[config.mk]
export PLATFORM = sky130hd
export DESIGN_NAME = hazard_ctrl
export DESIGN_NICKNAME = d
export VERILOG_FILES = /design/src/rtl/hazard_ctrl.sv
export SDC_FILE = /design/constraint.sdc
export NUM_CORES = 1
export LEC_CHECK = 0
export BUFFER_PORTS_ARGS = -buffer_cell sky130_fd_sc_hd__buf_4
export CAP_MARGIN = 10
export CORE_AREA = 2 2 80 82
export CTS_CLUSTER_DIAMETER = 60
export DETAILED_ROUTE_END_ITERATION = 6
export DIE_AREA = 0 0 82 84
export PLACE_DENSITY_LB_ADDON = 0.3
export SLEW_MARGIN = 5
export SYNTH_ARGS = -nofsm -noshare
export SYNTH_HDL_FRONTEND = slang
export SYNTH_SLANG_ARGS = --single-unit
[constraint.sdc]
create_clock -name clk_i -period 2.51 [get_ports clk_i]
set_clock_uncertainty 0.05 [all_clocks]
set_input_delay 0.251 -clock clk_i [delete_from_list [all_inputs] [get_ports clk_i]]
set_output_delay 0.251 -clock clk_i [all_outputs]
set_load 0.005 [all_outputs]
[src/rtl/hazard_ctrl.sv]
// hazard_ctrl: hazard and sequencing controller for the 5-stage RV32I pipeline.
//
// Drives the stall/flush controls of the F/D/E/M/W pipeline registers and the
// E-stage forwarding mux selects. It also holds the pipeline flushed for a few
// cycles after reset and freezes it while data memory inserts wait states. A
// wait that runs too long halts the pipeline until the next reset. Two
// saturating counters record stall and branch-flush cycles for performance
// debug.
//
// Ports:
//   clk_i, rst_i                    clock, asynchronous active-high reset
//   Rs1D_i, Rs2D_i                  source registers of the instruction in D
//   Rs1E_i, Rs2E_i                  source registers of the instruction in E
//   RdE_i, RdM_i, RdW_i             destination registers in E/M/W
//   LoadE_i                         instruction in E is a load
//   RegWriteM_i, RegWriteW_i        register write enables in M/W
//   PCSrcE_i                        branch taken / jump resolved in E
//   MemReqM_i, MemReadyM_i          data-memory request in M / access completes
//   StallF_o..StallM_o              hold the stage register
//   FlushD_o, FlushE_o, FlushW_o    insert a bubble into F/D, D/E, M/W
//   ForwardAE_o, ForwardBE_o        00 regfile, 01 W result, 10 M ALU result
//   MemTimeout_o                    sticky: memory wait exceeded MAX_WAIT
//   StallCount_o, FlushCount_o      saturating performance counters
module hazard_ctrl #(
  parameter int unsigned REGISTER_ADDRESS_WIDTH = 5,
  parameter int unsigned STARTUP_CYCLES         = 2,
  parameter int unsigned MAX_WAIT               = 16,
  parameter int unsigned COUNT_WIDTH            = 16
) (
  input  logic                              clk_i,
  input  logic                              rst_i,
  input  logic [REGISTER_ADDRESS_WIDTH-1:0] Rs1D_i,
  input  logic [REGISTER_ADDRESS_WIDTH-1:0] Rs2D_i,
  input  logic [REGISTER_ADDRESS_WIDTH-1:0] Rs1E_i,
  input  logic [REGISTER_ADDRESS_WIDTH-1:0] Rs2E_i,
  input  logic [REGISTER_ADDRESS_WIDTH-1:0] RdE_i,
  input  logic [REGISTER_ADDRESS_WIDTH-1:0] RdM_i,
  input  logic [REGISTER_ADDRESS_WIDTH-1:0] RdW_i,
  input  logic                              LoadE_i,
  input  logic                              RegWriteM_i,
  input  logic                              RegWriteW_i,
  input  logic                              PCSrcE_i,
  input  logic                              MemReqM_i,
  input  logic                              MemReadyM_i,
  output logic                              StallF_o,
  output logic                              StallD_o,
  output logic                              StallE_o,
  output logic                              StallM_o,
  output logic                              FlushD_o,
  output logic                              FlushE_o,
  output logic                              FlushW_o,
  output logic [1:0]                        ForwardAE_o,
  output logic [1:0]                        ForwardBE_o,
  output logic                              MemTimeout_o,
  output logic [COUNT_WIDTH-1:0]            StallCount_o,
  output logic [COUNT_WIDTH-1:0]            FlushCount_o
);

  localparam int unsigned SW = (STARTUP_CYCLES < 1) ? 1 : $clog2(STARTUP_CYCLES + 1);
  localparam int unsigned WW = $clog2(MAX_WAIT + 1);

  typedef enum logic [1:0] {
    ST_STARTUP,
    ST_RUN,
    ST_MEM_WAIT,
    ST_HALT
  } state_t;

  state_t                 r_state;
  state_t                 w_state_next;
  logic [SW-1:0]          r_startup_cnt;
  logic [SW-1:0]          w_startup_next;
  logic [WW-1:0]          r_wait_cnt;
  logic [WW-1:0]          w_wait_next;
  logic                   r_timeout;
  logic                   w_timeout_set;
  logic                   w_flush_evt;
  logic                   w_stall_evt;
  logic [COUNT_WIDTH-1:0] r_stall_cnt;
  logic [COUNT_WIDTH-1:0] r_flush_cnt;
  logic                   w_mem_wait;
  logic                   w_load_use;

  assign w_mem_wait = MemReqM_i & ~MemReadyM_i;
  assign w_load_use = LoadE_i && (RdE_i != '0) && ((RdE_i == Rs1D_i) || (RdE_i == Rs2D_i));

  always_comb begin
    w_state_next   = r_state;
    w_startup_next = r_startup_cnt;
    w_wait_next    = r_wait_cnt;
    w_timeout_set  = 1'b0;
    w_flush_evt    = 1'b0;
    StallF_o       = 1'b0;
    StallD_o       = 1'b0;
    StallE_o       = 1'b0;
    StallM_o       = 1'b0;
    FlushD_o       = 1'b0;
    FlushE_o       = 1'b0;
    FlushW_o       = 1'b0;
    unique case (r_state)
      ST_STARTUP: begin
        StallF_o = 1'b1;
        FlushD_o = 1'b1;
        FlushE_o = 1'b1;
        FlushW_o = 1'b1;
        w_startup_next = r_startup_cnt + SW'(1);
        if (32'(r_startup_cnt) + 32'd1 >= STARTUP_CYCLES) begin
          w_state_next = ST_RUN;
        end
      end
      ST_RUN: begin
        if (w_mem_wait) begin
          {StallF_o, StallD_o, StallE_o, StallM_o, FlushW_o} = '1;
          w_state_next = ST_MEM_WAIT;
          w_wait_next  = WW'(1);
        end else if (PCSrcE_i) begin
          // Wrong-path instruction in D makes any load-use stall moot.
          FlushD_o    = 1'b1;
          FlushE_o    = 1'b1;
          w_flush_evt = 1'b1;
        end else if (w_load_use) begin
          StallF_o = 1'b1;
          StallD_o = 1'b1;
          FlushE_o = 1'b1;
        end
      end
      ST_MEM_WAIT: begin
        // Ready releases the freeze in the same cycle it arrives.
        if (MemReadyM_i) begin
          w_state_next = ST_RUN;
          w_wait_next  = '0;
        end else begin
          {StallF_o, StallD_o, StallE_o, StallM_o, FlushW_o} = '1;
          w_wait_next = r_wait_cnt + WW'(1);
          if (32'(r_wait_cnt) + 32'd1 >= MAX_WAIT) begin
            w_state_next  = ST_HALT;
            w_timeout_set = 1'b1;
          end
        end
      end
      ST_HALT: begin
        {StallF_o, StallD_o, StallE_o, StallM_o, FlushW_o} = '1;
      end
      default: w_state_next = ST_STARTUP;
    endcase
  end

  assign w_stall_evt = StallD_o && ((r_state == ST_RUN) || (r_state == ST_MEM_WAIT));

  always_ff @(posedge clk_i or posedge rst_i) begin
    if (rst_i) begin
      r_state       <= ST_STARTUP;
      r_startup_cnt <= '0;
      r_wait_cnt    <= '0;
      r_timeout     <= 1'b0;
      r_stall_cnt   <= '0;
      r_flush_cnt   <= '0;
    end else begin
      r_state       <= w_state_next;
      r_startup_cnt <= w_startup_next;
      r_wait_cnt    <= w_wait_next;
      if (w_timeout_set) r_timeout <= 1'b1;
      if (w_stall_evt && (r_stall_cnt != '1)) r_stall_cnt <= r_stall_cnt + 1'b1;
      if (w_flush_evt && (r_flush_cnt != '1)) r_flush_cnt <= r_flush_cnt + 1'b1;
    end
  end

  // M is the younger producer, so it takes priority over W; x0 never forwards.
  always_comb begin
    ForwardAE_o = 2'b00;
    ForwardBE_o = 2'b00;
    if (RegWriteM_i && (RdM_i != '0) && (RdM_i == Rs1E_i))      ForwardAE_o = 2'b10;
    else if (RegWriteW_i && (RdW_i != '0) && (RdW_i == Rs1E_i)) ForwardAE_o = 2'b01;
    if (RegWriteM_i && (RdM_i != '0) && (RdM_i == Rs2E_i))      ForwardBE_o = 2'b10;
    else if (RegWriteW_i && (RdW_i != '0) && (RdW_i == Rs2E_i)) ForwardBE_o = 2'b01;
  end

  assign MemTimeout_o = r_timeout;
  assign StallCount_o = r_stall_cnt;
  assign FlushCount_o = r_flush_cnt;

endmodule

Word-level counts from Yosys, hierarchy flattened
Index checks and enable logic that the tools add are counted.
Word-level totals
  output and inout port bits: 44
  word-level logic and storage cells: 83
  bits in read-only memories: 0
  RAM bits: 0
  memories kept: 0
  register bits: 42
  input port bits: 43
  latch bits: 0
Cells by class
  equality and inequality tests: 14
  reductions and logical operators: 22
  div/mod/pow operators: 0
  shifts and indexed selects: 0
  magnitude comparators: 2
  mux-type cells: 31
  add/sub/neg operators: 6
  bitwise gates (word level): 2
  multipliers: 0
Operators by type and width (number)
  $add 16x1->16 const B: 2
  $ne 16x16->1 const B: 2
  $eq 5x5->1: 6
  $mux 1: 15
  $reduce_bool 5->1: 3
  $mux 2: 6
  $pmux 1 s3: 4
  $logic_and 1x1->1: 11
  $mux 5: 2
  $pmux 5 s2: 1
  $add 5x1->6 const B: 1
  $ge 6x5->1 const B: 1
  $pmux 2 s3: 1
  $add 5x1->5 const B: 1
  $eq 2x2->1 const B: 2
  $ne 2x2->1 const B: 2
  $pmux 1 s2: 2
  $reduce_and 4->1: 1
  $add 2x1->3 const B: 1
  $ge 3x2->1 const B: 1
  $ne 3x3->1 const B: 1
  $reduce_bool 3->1: 1
  $add 2x1->2 const B: 1
  $eq 2x1->1 const B: 1
  7 further kinds: 8

Longest topological paths before layout
Gate-level depths: netlist of run 1.
  depth in word-level cells: 9
  depth in mapped cells: 9
  gate-level depth less buffers: 8

Worst setup path before layout of run 1
OpenSTA, ideal clock, no wires.
  kind: reg-to-reg
  from: reg r_state[1]
  to: reg r_flush_cnt[10], in the netlist FlushCount_o[10]
  library setup time: 0.124 ns
  data required time: 2.336 ns
  cell stages (with the launch flop): 9
  slack: 0.427 ns
  arrival time: 1.909 ns
  path through: dfrtp_1 -> inv_1 -> ha_1 -> buf_4 -> a21boi_0 -> nand2_1 -> nor3_1 -> nand4_1 -> xnor2_1
Between the ends
  cells in the longest elaborated chain, start to end: 3
RTL lines
  from (decl): RTL line 69  | state_t r_state;
  from (signal assigned): RTL line 159  | r_state <= w_state_next;
  $eq 2x1->1: RTL line 100  | unique case (r_state)
  $mux 1: RTL line 100
  $logic_and 1x1->1: RTL line 164  | if (w_flush_evt && (r_flush_cnt != '1)) r_flush_cnt <= r_flush_cnt + 1'b1;
  to (signal assigned): RTL line 164
  to (decl): RTL line 80  | logic [COUNT_WIDTH-1:0] r_flush_cnt;
No other way between the ends.
A chain may end at the register's enable or synchronous reset.

Final worst setup path of run 1
  from: reg r_state[1]
  to: out StallF_o
Between the ends
  cells in the longest elaborated chain, start to end: 3
RTL lines
  $eq 2x2->1 or $logic_not 2->1 (tied branches): RTL line 100
  $reduce_or 2->1 (no line)
  $pmux 1 s3 (*): RTL line 100
  to (decl): RTL line 45  | output logic StallF_o,
Mark *: on every way between the ends. The rest lies on a longest branch, timed or not.

==> results of run 1 <==
[kinds of logic (layout without fill, tap and decap cells)]
family,count (synthesis),after routing
AO/OA/AOI/OAI,33,33
XOR/XNOR,61,61
buffers and inverters,17,110
multiplexers,4,4
flip-flops,42,42
adder cells (fa/ha/maj),9,9
AND/OR/NAND/NOR,104,104
[layer usage]
metal,vias to the layer above,global-route usage,part of all wire
met3,4,0.0498,0.077
met1,1033,0.223,0.43
met4,0,0.0424,0.0082
met2,73,0.286,0.48
met5,-,0,0
li1,1124,-,-
[placed cells by master (no fill, tap or decap), types with 2 or more instances in the layout]
cell	count
nand4_1	5
inv_1	14
nor3_1	7
nor2_1	21
nand2_1	23
o21ai_0	11
xnor2_1	29
o21bai_1	4
and4_1	2
and3_1	2
nor4_1	8
o22ai_1	2
or4_1	4
nand3_1	15
xor2_1	32
ha_1	8
mux2i_1	2
dfrtp_1	42
or3_1	2
o2111ai_1	2
clkinv_2	2
or2_2	3
clkbuf_8	5
nand4_2	2
nand2b_1	2
a21oi_1	3
buf_4	89
nor2b_1	2
[sequential cells by signal, indices dropped and copies added (netlist names)]
register       cells
r_wait_cnt         5
r_startup_cnt      2
StallCount_o      16
MemTimeout_o       1
FlushCount_o      16
r_state            2
[power by group through the flow]
stage	clock, mW	sequential, mW	combinational (mW)
detailed placement	0	0.691	0.142
floorplan	0	0.691	0.0585
finish	0.411	0.678	0.139
global placement	0	0.691	0.140
global route	0.456	0.678	0.155
CTS	0.426	0.678	0.142
[final timing paths]
kind	from	end	depth (start not counted)
max reg2reg	r_state[1]	FlushCount_o[15]	7
min in group clk_i	MemReadyM_i	r_wait_cnt[0]	4
min reg2reg	r_startup_cnt[0]	r_startup_cnt[0]	1
max in group asynchronous	rst_i	FlushCount_o[7]	3
max	r_state[1]	StallF_o	7
min	rst_i	StallCount_o[8]	3
[area by class of cell]
| type | instances | area [µm²] | area share |
|---|---|---|---|
| Multi-Input combinational cell | 211 | 1520 | 0.439 |
| Clock inverter | 2 | 10.0 | 0.00288 |
| Clock buffer | 5 | 68.8 | 0.0198 |
| Inverter | 14 | 52.6 | 0.0151 |
| Timing Repair Buffer | 89 | 668 | 0.193 |
| Tap cell | 77 | 96.3 | 0.0278 |
| Sequential cell | 42 | 1050 | 0.303 |
[stage by stage]
stage / power, mW / hold slack [ns] / setup WS, ns / instances
global route: 1.29 / 0.0867 / 0.0438 / 440
CTS: 1.25 / 0.0635 / 0.135 / 440
finish: 1.23 / 0.0396 / 0.212 / 440
global placement: 0.831 / 0.382 / 0.287 / 433
detailed placement: 0.834 / 0.383 / 0.143 / 433
floorplan: 0.750 / 0.392 / 0.427 / 270
[worst max-delay path: stages, from the launching register on]
cell and delay [ns]:
dfrtp_1 0.41, inv_1 0.12, ha_2 0.27, nor2b_1 0.30
nor3_1 0.11, o21bai_1 0.18, o21bai_1 0.16, buf_4 0.16
[timing repair]
item / 4_1_cts / 5_1_grt
endpoints found under the setup margin: 0 / 2
setup buffers: 0 / 0
gates resized for setup: 0 / 1
hold endpoints to repair: 0 / 0
hold buffers: 0 / 0
==> results.txt, run 1 <==
Total grt overflow: 0
Layout area overhead: 31.3%
Post-Synth XOR/XNOR Area: 0.202
Fin crit share: 0.916
DP HPWL: 4590 µm
Final setup violation count: 0
Yosys top cell by area: dfrtp_1
Share of cells above drive strength 1: 0.311
Power density cells: 354 mW/mm²
Post-synth top area share: 0.398
Commonest register cell after synthesis: dfrtp_1
Internal power: 0.941 mW
CP Launch Type: flop
Avg Inst Size Synth: 9.79 µm²
Worst slew margin: 0.601
Synth Instances: 270
Clock sink count: 42
Register area share after synthesis: 0.398
Hold crit path type: input pin to async pin
Antenna violations before repair: 0
EDFF count, synth: 0
Ant. Diodes: 0
Slew @ Worst Pin: 0.591 ns
CTS Buffer Depth: 2
Setup TNS: 0 ns
Clock power share: 0.335
WL/cell: 13.3 µm
Mux cell area share after synthesis: 0.0175
Fill count: 575
Final instance area: 0.00347 mm²
Adder-cell share of the synthesized area: 0.0426
RSZ-0062 raised after global routing: no
Pleak: 1.70 nW
GP Congestion: 0.814
Starting Density: 0.433
Initial DRT Pass Iterations: 4
CTS Buf Count: 5
Commonest cells in the netlist: dfrtp_1 (42), xor2_1 (32), xnor2_1 (29), nand2_1 (23), nor2_1 (21)
Post-synthesis compound-gate area fraction: 0.0975
Die width: 82 µm
Die Ht: 84 µm
Max Freq: 0.435 GHz
Synth unique cells: 46
Vias in the first global route: 2094
Status: completed
# H-tree levels: 2
Via density: 5.08
Main area contributors after synthesis: dfrtp_1 (40%), xor2_1 (11%), xnor2_1 (9.6%)
Clk root buf: clkbuf_8
First-pass GRT wire length: 9570 µm
IO buf count: 86
Largest family of logic cells by synthesized area: simple AND/OR/NAND/NOR gates
Placed cell areas: 0.00339 mm²
Net count after synthesis: 322
Worst path required time: 2.21 ns
Final core utilization: 0.569
CTS tree: built
Worst vdd ir: 242 µV
Largest net degree at the start of global routing: 43
Final hold vios: 0
Setup CP Type: flop to primary output
Die area: 0.00689 mm²
1st-iter DRT viols: 119
Post-DRT Antenna Nets: 0
YS warnings: 0
Most frequent cell after synthesis: dfrtp_1
DRC Markers: 0
Slew Limit Fails: 0
Combinational share of power: 0.113
Max Fanout on Critical Path: 10
Rows: 29
Synthesis-stage register bit count: 42
Critical Path AT: 2.00 ns
DR vias: 2234
Cell area after technology mapping: 0.00264 mm²
FF-to-FF setup slack: 0.22 ns
Core ar.: 0.00610 mm²
FFs w/ async S/R, synth: 1.00
Tmin final: 2.30 ns
I/O pin count: 87
Reg power frac: 0.552
Clock Latency Late Sink: 0.29 ns
Critical Path End Type: primary output
Register clock-pin slew on the reported worst setup and hold paths: 0.08 ns
Sw Share: 0.234
Tot GR Track Use: 0.174
Max Cap Viol: 0
WL final: 5840 µm
P_sw: 0.288 mW
Nets: 415
Post-synthesis simple-gate area fraction: 0.215
Note: power is estimated with default switching activity, not from simulation.
==> run 2, diff against run 1 <==
--- a/config.mk
+++ b/config.mk
@@ -5,12 +5,14 @@
 export SDC_FILE = /design/constraint.sdc
 export NUM_CORES = 1
 export LEC_CHECK = 0
+export ABC_AREA = 1
 export BUFFER_PORTS_ARGS = -buffer_cell sky130_fd_sc_hd__buf_4
 export CAP_MARGIN = 10
-export CORE_AREA = 2 2 80 82
+export CORE_AREA = 2 2 84 86
 export CTS_CLUSTER_DIAMETER = 60
 export DETAILED_ROUTE_END_ITERATION = 6
-export DIE_AREA = 0 0 82 84
+export DIE_AREA = 0 0 86 88
+export GPL_TIMING_DRIVEN = 0
 export PLACE_DENSITY_LB_ADDON = 0.3
 export SLEW_MARGIN = 5
 export SYNTH_ARGS = -nofsm -noshare
==> run 2 against run 1 <==
Against the previous run: critical endpoint is now StallD_o; area after synthesis grew 11%; global-route usage grew 0.73 points; sequential cell count is the same; first-iteration DRC count shrank 14%; cell count grew 28%; largest power group is now combinational cells; sequential share of layout area shrank 2.8 points; power grew 110%; critical path depth grew 1; wire length grew 16%.
==> results.txt, run 2 <==
CTS Buf Count: 5 (unchanged)
Core ar.: 0.00664 mm² (+9.0%)
Commonest register cell after synthesis: dfrtp_1
Die width: 86 µm (+4.9%)
Clk root buf: clkbuf_8
Pleak: 1.96 nW (+15%)
Synthesis-stage register bit count: 42 (unchanged)
DRC Markers: 0 (unchanged)
Sw Share: 0.384 (+0.150)
Final setup violation count: 0 (unchanged)
Most frequent cell after synthesis: nand2_1
CP Launch Type: flop
Combinational share of power: 0.439 (+0.326)
I/O pin count: 87 (unchanged)
Register area share after synthesis: 0.359 (-0.0391)
First-pass GRT wire length: 11300 µm (+18%)
Setup CP Type: flop to primary output
Post-synth top area share: 0.359 (-0.0391)
Worst vdd ir: 359 µV (+48%)
Commonest non-fill, non-tap cell in the layout: nand2_1
Most frequent cells in the layout: nand2_1 (99), buf_4 (88), dfrtp_1 (42), inv_1 (42), nand3_1 (35)
Total grt overflow: 0 (unchanged)
WL/cell: 12.0 µm (-9.3%)
Commonest cells in the netlist: nand2_1 (99), inv_1 (43), dfrtp_1 (42), nand3_1 (35), nor2_1 (31)
FF-to-FF setup slack: 0.53 ns (+0.31 ns)
Critical Path AT: 1.97 ns (-0.03 ns)
Setup TNS: 0 ns (unchanged)
Clock power share: 0.206 (-0.129)
Fin crit share: 0.906 (-0.00997)
Worst slew margin: 0.694 (+0.0930)
Max Cap Viol: 0 (unchanged)
CP peak stage delay: 0.42 ns (about the same)
Crit path cell chain: inv_1 > ha_1 > inv_1 > nor2_2 > o31ai_4 > nand2_4 > buf_4 > buf_4
Starting Density: 0.441 (+0.00756)
Die area: 0.00757 mm² (+9.9%)
Reg power frac: 0.355 (-0.197)
CTS tree: built
Clock Latency Late Sink: 0.30 ns (about the same)
EDFF count, synth: 0 (unchanged)
Largest net degree at the start of global routing: 35 (-19%)
# H-tree levels: 2 (unchanged)
CP top delay family: buffers and inverters
Antenna violations before repair: 0 (unchanged)
Max Fanout on Critical Path: 10 (unchanged)
1st-iter DRT viols: 102 (-14%)
RSZ-0062 raised after global routing: no
P_sw: 0.998 mW (+250%)
Rows: 30 (+3.4%)
Max Freq: 0.440 GHz (+1.1%)
IO buf count: 86 (unchanged)
Post-CTS Setup Inserts: 0 (unchanged)
Via density: 4.99 (-1.7%)
Net count after synthesis: 437 (+36%)
Slowest CP cell: dfrtp_1
Nets: 532 (+28%)
Die Ht: 88 µm (+4.8%)
Avg Inst Size Synth: 7.61 µm² (-22%)
Slew @ Worst Pin: 0.456 ns (-0.135 ns)
Power density cells: 679 mW/mm² (+92%)
Register clock-pin slew on the reported worst setup and hold paths: 0.08 ns (about the same)
Ant. Diodes: 0 (unchanged)
Worst path required time: 2.21 ns (about the same)
Tmin final: 2.27 ns (-0.0250 ns)
Yosys top cell by area: dfrtp_1
Slew Limit Fails: 0 (unchanged)
Cell area after technology mapping: 0.00293 mm² (+11%)
CTS Buffer Depth: 2 (unchanged)
WP buf/inv: 4 (+2)
WL final: 6750 µm (+16%)
DR vias: 2800 (+25%)
Synth Instances: 385 (+43%)
Status: completed
Share of cells above drive strength 1: 0.258 (-0.0535)
Synth unique cells: 33 (-28%)
Tot GR Track Use: 0.181 (+0.00729)
Vias in the first global route: 2752 (+31%)
Post-DRT Antenna Nets: 0 (unchanged)
Main area contributors after synthesis: dfrtp_1 (36%), nand2_1 (13%), xor2_1 (8.4%)
Internal power: 1.60 mW (+70%)
Layout area overhead: 30.6%
FFs w/ async S/R, synth: 1.00 (unchanged)
Hold crit path type: input pin to flop
YS warnings: 0 (unchanged)
Critical Path End Type: primary output
Clock sink count: 42 (unchanged)
GP Congestion: 0.851 (+4.6%)
Initial DRT Pass Iterations: 4 (unchanged)
DP HPWL: 5240 µm (+14%)
Final hold vios: 0 (unchanged)
Hold slack final: 0.266 ns (+0.227 ns)
==> run 2: cell types whose count changed after synthesis, sizes merged, moves of 3 or more <==
cell / delta
xnor2: -4
buf: +3
nand3: +21
nor4: -6
xor2: -4
nand2: +80
inv: +35
or4: -5
nor3: +7
o21bai: -3
nor2: +15
==> run 2: power groups by stage <==
stage	clock network (mW)	logic (mW)	registers (mW)
6_report	0.536	1.14	0.922
5_1_grt	0.568	1.29	0.940
4_1_cts	0.546	1.14	0.925
3_5_place_dp	0	1.13	0.939
3_3_place_gp	0	1.10	0.929
2_1_floorplan	0	0.691	0.915
==> run 2: cell families (layout without fill, tap and decap cells) <==
kind of cell	count (synthesis)	count (layout)	share of synthesized area
AOI/OAI and AO/OA	23	23	0.0491
buffers and inverters	54	150	0.0751
DFF	42	42	0.359
and+or+nand+nor	204	204	0.320
xor gates and xnor gates	53	53	0.158
adders and majority gates	9	9	0.0384
==> run 2: layout make-up <==
class | instances | area [µm²]
clock inverter | 3 | 40.0
timing repair buffer | 88 | 676
clock buffer | 5 | 68.8
sequential | 42 | 1050
tap | 80 | 100
multi-input combinational | 289 | 1670
buffer | 5 | 36.3
fill | 623 | 2820
inverter | 49 | 184
==> run 2: path summary, 6_finish.rpt <==
kind | to | cells past startpoint | from
max in group asynchronous | FlushCount_o[2] | 4 | rst_i
min in group asynchronous | StallCount_o[10] | 3 | rst_i
hold reg to reg | r_startup_cnt[0] | 1 | r_startup_cnt[0]
setup reg to reg | StallCount_o[9] | 9 | StallCount_o[0]
hold / removal | MemTimeout_o | 4 | MemReadyM_i
setup / recovery | StallD_o | 8 | r_state[0]
==> run 2: per-layer routing <==
| layer | vias to the layer above | GRT usage | routed length (µm) |
|---|---|---|---|
| met5 | - | 0 | 0 |
| met2 | 76 | 0.333 | 3340 |
| met1 | 1296 | 0.216 | 2980 |
| li1 | 1417 | - | - |
| met3 | 11 | 0.0311 | 343 |
| met4 | 0 | 0.0577 | 89 |
==> run 2: metrics by stage <==
step | instances | utilization | setup slack, ns | cell area [µm²] | power, mW
floorplan | 385 | - | 0.786 | 2930 | 1.61
global placement | 551 | 0.553 | 0.467 | 3680 | 2.03
detailed placement | 552 | 0.556 | 0.434 | 3700 | 2.07
CTS | 561 | 0.574 | 0.0744 | 3810 | 2.62
global route | 561 | 0.576 | 0.109 | 3830 | 2.80
finish | 561 | 0.576 | 0.237 | 3830 | 2.60
==> run 2: timing repair <==
| action | in CTS | in global routing |
|---|---|---|
| hold buffers | 1 | 0 |
| endpoints found under the setup margin | 0 | 1 |
| gates resized for setup | 0 | 2 |
| hold endpoints to repair | 8 | 0 |
==> run 2: worst min-delay path, stage by stage <==
cell and delay [ns]:
buf_4 0.10, nor2_2 0.08, inv_1 0.08, o21bai_1 0.07
